**src/rtl/multiplier_pkg.sv**
```systemverilog
// Shared types for the sequential shift-and-add multiplier.
package multiplier_pkg;

    typedef enum logic [1:0] {
        IDLE = 2'd0,
        CALC = 2'd1,
        DONE = 2'd2
    } state_t;

endpackage

```
**src/rtl/multiplier_control.sv**
```systemverilog
// Sequencer for the shift-and-add multiplier: owns the FSM and the iteration down-counter.
//
//   state | meaning
//   IDLE  | after reset, waiting for start
//   CALC  | one add/shift iteration per clock, counter counts n down to 0
//   DONE  | product valid and held; start reloads operands
module multiplier_control
    import multiplier_pkg::*;
#(
    parameter int n = 4
) (
    input  logic clock,
    input  logic reset,
    input  logic start,
    output logic load,
    output logic step
);

    localparam int cw = $clog2(n + 1);

    state_t          state;
    state_t          state_nxt;
    logic [cw-1:0]   cnt;

    always_ff @(posedge clock or posedge reset) begin
        if (reset) begin
            state <= IDLE;
        end else begin
            state <= state_nxt;
        end
    end

    always_ff @(posedge clock or posedge reset) begin
        if (reset) begin
            cnt <= '0;
        end else if (load) begin
            cnt <= cw'(n);
        end else if (step) begin
            cnt <= cnt - cw'(1);
        end
    end

    // The last iteration is the one that takes the counter from 1 to 0.
    always_comb begin
        state_nxt = state;
        load      = 1'b0;
        step      = 1'b0;
        case (state)
            IDLE, DONE: begin
                if (start) begin
                    load      = 1'b1;
                    state_nxt = CALC;
                end
            end
            CALC: begin
                step = 1'b1;
                if (cnt <= cw'(1)) begin
                    state_nxt = DONE;
                end
            end
            default: begin
                state_nxt = IDLE;
            end
        endcase
    end

endmodule

```
**src/rtl/multiplier.sv**
```systemverilog
// Unsigned sequential shift-and-add multiplier: n iterations, one add+shift per clock.
module multiplier
    import multiplier_pkg::*;
#(
    parameter int n = 4
) (
    input  logic           clock,
    input  logic           reset,
    input  logic           start,
    input  logic [n-1:0]   M,
    input  logic [n-1:0]   Qin,
    output logic [2*n-1:0] AQ
);

    logic           load;
    logic           step;
    logic           c;
    logic [n-1:0]   a;
    logic [n-1:0]   q;
    logic [n-1:0]   mreg;
    logic [n:0]     sum;

    multiplier_control #(
        .n (n)
    ) u_control (
        .clock (clock),
        .reset (reset),
        .start (start),
        .load  (load),
        .step  (step)
    );

    always_comb begin
        sum = {c, a};
        if (q[0]) begin
            sum = {1'b0, a} + {1'b0, mreg};
        end
    end

    // Add result and right shift of {C,A,Q} land in the same edge; C refills with 0.
    always_ff @(posedge clock or posedge reset) begin
        if (reset) begin
            c    <= 1'b0;
            a    <= '0;
            q    <= '0;
            mreg <= '0;
        end else if (load) begin
            c    <= 1'b0;
            a    <= '0;
            q    <= Qin;
            mreg <= M;
        end else if (step) begin
            {c, a, q} <= {1'b0, sum, q[n-1:1]};
        end
    end

    assign AQ = {a, q};

endmodule

```
**config.mk**
```make
export PLATFORM = sky130hd
export DESIGN_NAME = multiplier
export DESIGN_NICKNAME = d
export VERILOG_FILES = /design/src/rtl/multiplier_pkg.sv /design/src/rtl/multiplier_control.sv /design/src/rtl/multiplier.sv
export SDC_FILE = /design/constraint.sdc
export NUM_CORES = 1
export LEC_CHECK = 0
export BUFFER_PORTS_ARGS = -buffer_cell sky130_fd_sc_hd__clkbuf_2
export CAP_MARGIN = 30
export CORE_MARGIN = 2
export CORE_UTILIZATION = 45
export DETAILED_ROUTE_END_ITERATION = 8
export PLACE_DENSITY_LB_ADDON = 0.1
export SLEW_MARGIN = 20
export SYNTH_ARGS = -nofsm -noshare
export SYNTH_HDL_FRONTEND = slang
export SYNTH_HIERARCHICAL = 1
export SYNTH_SLANG_ARGS = --single-unit
```
**constraint.sdc**
```tcl
create_clock -name clock -period 2.9 [get_ports clock]
set_input_delay 0.58 -clock clock [delete_from_list [all_inputs] [get_ports clock]]
set_output_delay 0.58 -clock clock [all_outputs]
set_load 0.1 [all_outputs]
```
==> results.md <==
- Slew @ Worst Pin: 0.5421 ns
- Synth area leader: dfrtp_1
- Final Slew Violations: 0
- Synth Area in Adders: 0.09935
- RSZ-0062 raised after global routing: false
- CP endpoint kind: output pin
- IO Port Bufs: 18
- Arr. time, crit path: 1.36 ns
- Post-Synth Simple-Gate Area: 0.1020
- Ant diodes: 0
- Top-count cell post-synth: dfrtp_1
- Die ar.: 2512 um^2
- CP top delay family: flip-flops
- Detail Placement HPWL: 1288 um
- Post-synthesis sequential area ratio: 0.4444
- Post-synth top area share: 0.4444
- # DRC: 0
- Area of the multi-input gates: 454.2 um^2
- Number of synthesized register bits: 17
- Layout fillers: 184
- Final worst setup slack: 0.9566 ns
- Final nets: 128
- Slowest CP cell: dfrtp_1
- Synth cell count leaders: 17 x dfrtp_1, 11 x o21ai_0, 8 x inv_1
- IO Pins: 19
- Mapped Area: 957.2 um^2
- Reg clk slew, reported paths: 0.10 ns
- Vias per inst: 5.037
- Final core utilization: 0.5398
- Placed cell area: 1044 um^2
- CTS tree: built
- WP buf/inv: 1
- Fmax achieved: 0.5146 GHz
- Post-Syn Area per Cell: 10.40 um^2
- Max-slew headroom: 0.6402
- Router iterations before antenna repair: 2
- Synth top area cells: dfrtp_1 44%, ha_1 7.8%, o21ai_0 5.8%
- Period utilization: 0.6701
- Mux share of post-synthesis cell area: 0.1033
- Hold crit path type: input pin to asynchronous set/reset pin
- ANT nets after route: 0
- Post-cts sizing count: 0
- Synthesis Warnings: 6
- Post-synthesis compound-gate area fraction: 0.1608
- Die height: 50.12 um
- Crit-path max FO: 9
- Total Wirelength: 1681 um
- Largest net degree at the start of global routing: 19
- Post-CTS setup buffer count: 0
- Mapped Nets: 110
- CTS root buf: clkbuf_4
- Worst Path Required: 2.32 ns
- First-pass GRT wire length: 3049 um
- Unique masters post-synth: 29
- Area Overhead vs Synth: 11.77%
- Via Count: 685
- Crit path from: q[0]
- Grt ovf: 0
- Gpl congestion: 0.7866
- Max Clock Skew: 0.009220 ns
- Outcome: completed
- Synth Area in XOR/XNOR: 0.009150
- Worst setup path category: flop to output pin
- Critical Path Source Type: flop
- Number of synthesized flops with an enable pin: 0
- Number of global-route vias before repair: 657
- Critical-path cell list: clkbuf_2
- Wire per inst: 12.36 um
- Initial antenna violation count: 0
- Setup TNS: 0 ns
- Clock tree buffer depth: 2
- Hold_buf cts: 0
- Initial DRC count: 5
- CTS buffer count: 3
- Post-synth ARST share: 1.000
- Main synth FF type: dfrtp_1
- Clock sink count: 17
- Reg area: 425.4 um^2
- Design area: 1070 um^2
- Final setup viols: 0
- CP peak stage delay: 0.55 ns
- Global Route Usage Sum: 0.1626
- Initial Util: 0.4830
- Tmin final: 1.943 ns
- Largest family of logic cells by synthesized area: compound AO/OA/AOI/OAI gates
- Reg2reg start: a[0]
- Gate Count Post-Synth: 92
- H-Tree Depth: 1
- Max_cap viols: 0
- Final Hold Viols: 0
- Layout cells sized above 1: 0.3028
- Die X: 50.12 um
- Row count: 16
- Total core area: 1982 um^2
- Dpl ws: 1.214 ns
- Skew-Pair Late Insertion Delay: 0.29 ns
[cell usage in the layout, fill, tap and decap left out, types with 2 or more instances in the layout]
master / netlist / final
nor2_1: 4 / 4
dfrtp_1: 17 / 17
inv_1: 8 / 8
nand2_1: 6 / 6
a31oi_1: 2 / 2
nand3_1: 3 / 3
mux2_2: 3 / 3
a211oi_2: 2 / 2
clkbuf_4: 0 / 3
o21ai_0: 11 / 11
mux2i_1: 5 / 5
clkbuf_2: 0 / 18
a21oi_1: 4 / 4
nand2b_2: 2 / 2
ha_1: 6 / 6
[cell type report]
| type | count | area share |
|---|---|---|
| well taps | 27 | 0.03158 |
| repair buffers | 18 | 0.08421 |
| multi-input cells | 60 | 0.4246 |
| clock buffers | 4 | 0.02456 |
| inverters | 10 | 0.03743 |
| flip-flops and latches | 17 | 0.3977 |
[state kept, by name, summed over array words and instances (netlist names)]
signal	count
u_control/cnt	3
a	4
q	4
mreg	4
u_control/state	2
[cells by family after synthesis]
| family | count (synthesis) |
|---|---|
| AOI/OAI and AO/OA | 24 |
| xor gates and xnor gates | 1 |
| DFF | 17 |
| and+or+nand+nor | 19 |
| buffers and inverters | 15 |
| adders and majority gates | 7 |
| muxes | 9 |
[final timing paths]
check,to,cells after the start,slack (ns)
max,AQ[0],1,0.96
min,u_control/cnt[2],2,0.18
max reg2reg,a[0],5,1.20
min reg2reg,u_control/state[1],1,0.51
max in group asynchronous,a[3],2,2.29
min in group clock,q[3],3,0.50
[per-stage QoR]
stage               cells  hold WS (ns)
finish                136        0.1770
global route          136        0.1774
CTS                   136        0.1749
detailed placement    132        0.4791
global placement      132        0.4822
floorplan              92        0.3585
[metal layers]
layer | track usage | wire length (um) | part of all wire
met1 | 0.2181 | 823 | 0.49
met2 | 0.2500 | 782 | 0.47
met3 | 0.03636 | 62 | 0.037
met4 | 0.06944 | 13 | 0.0077
met5 | 0 | 0 | 0
Power is not shown: default switching activity piles up to over one toggle a cycle in this logic, so the estimate is an artifact.
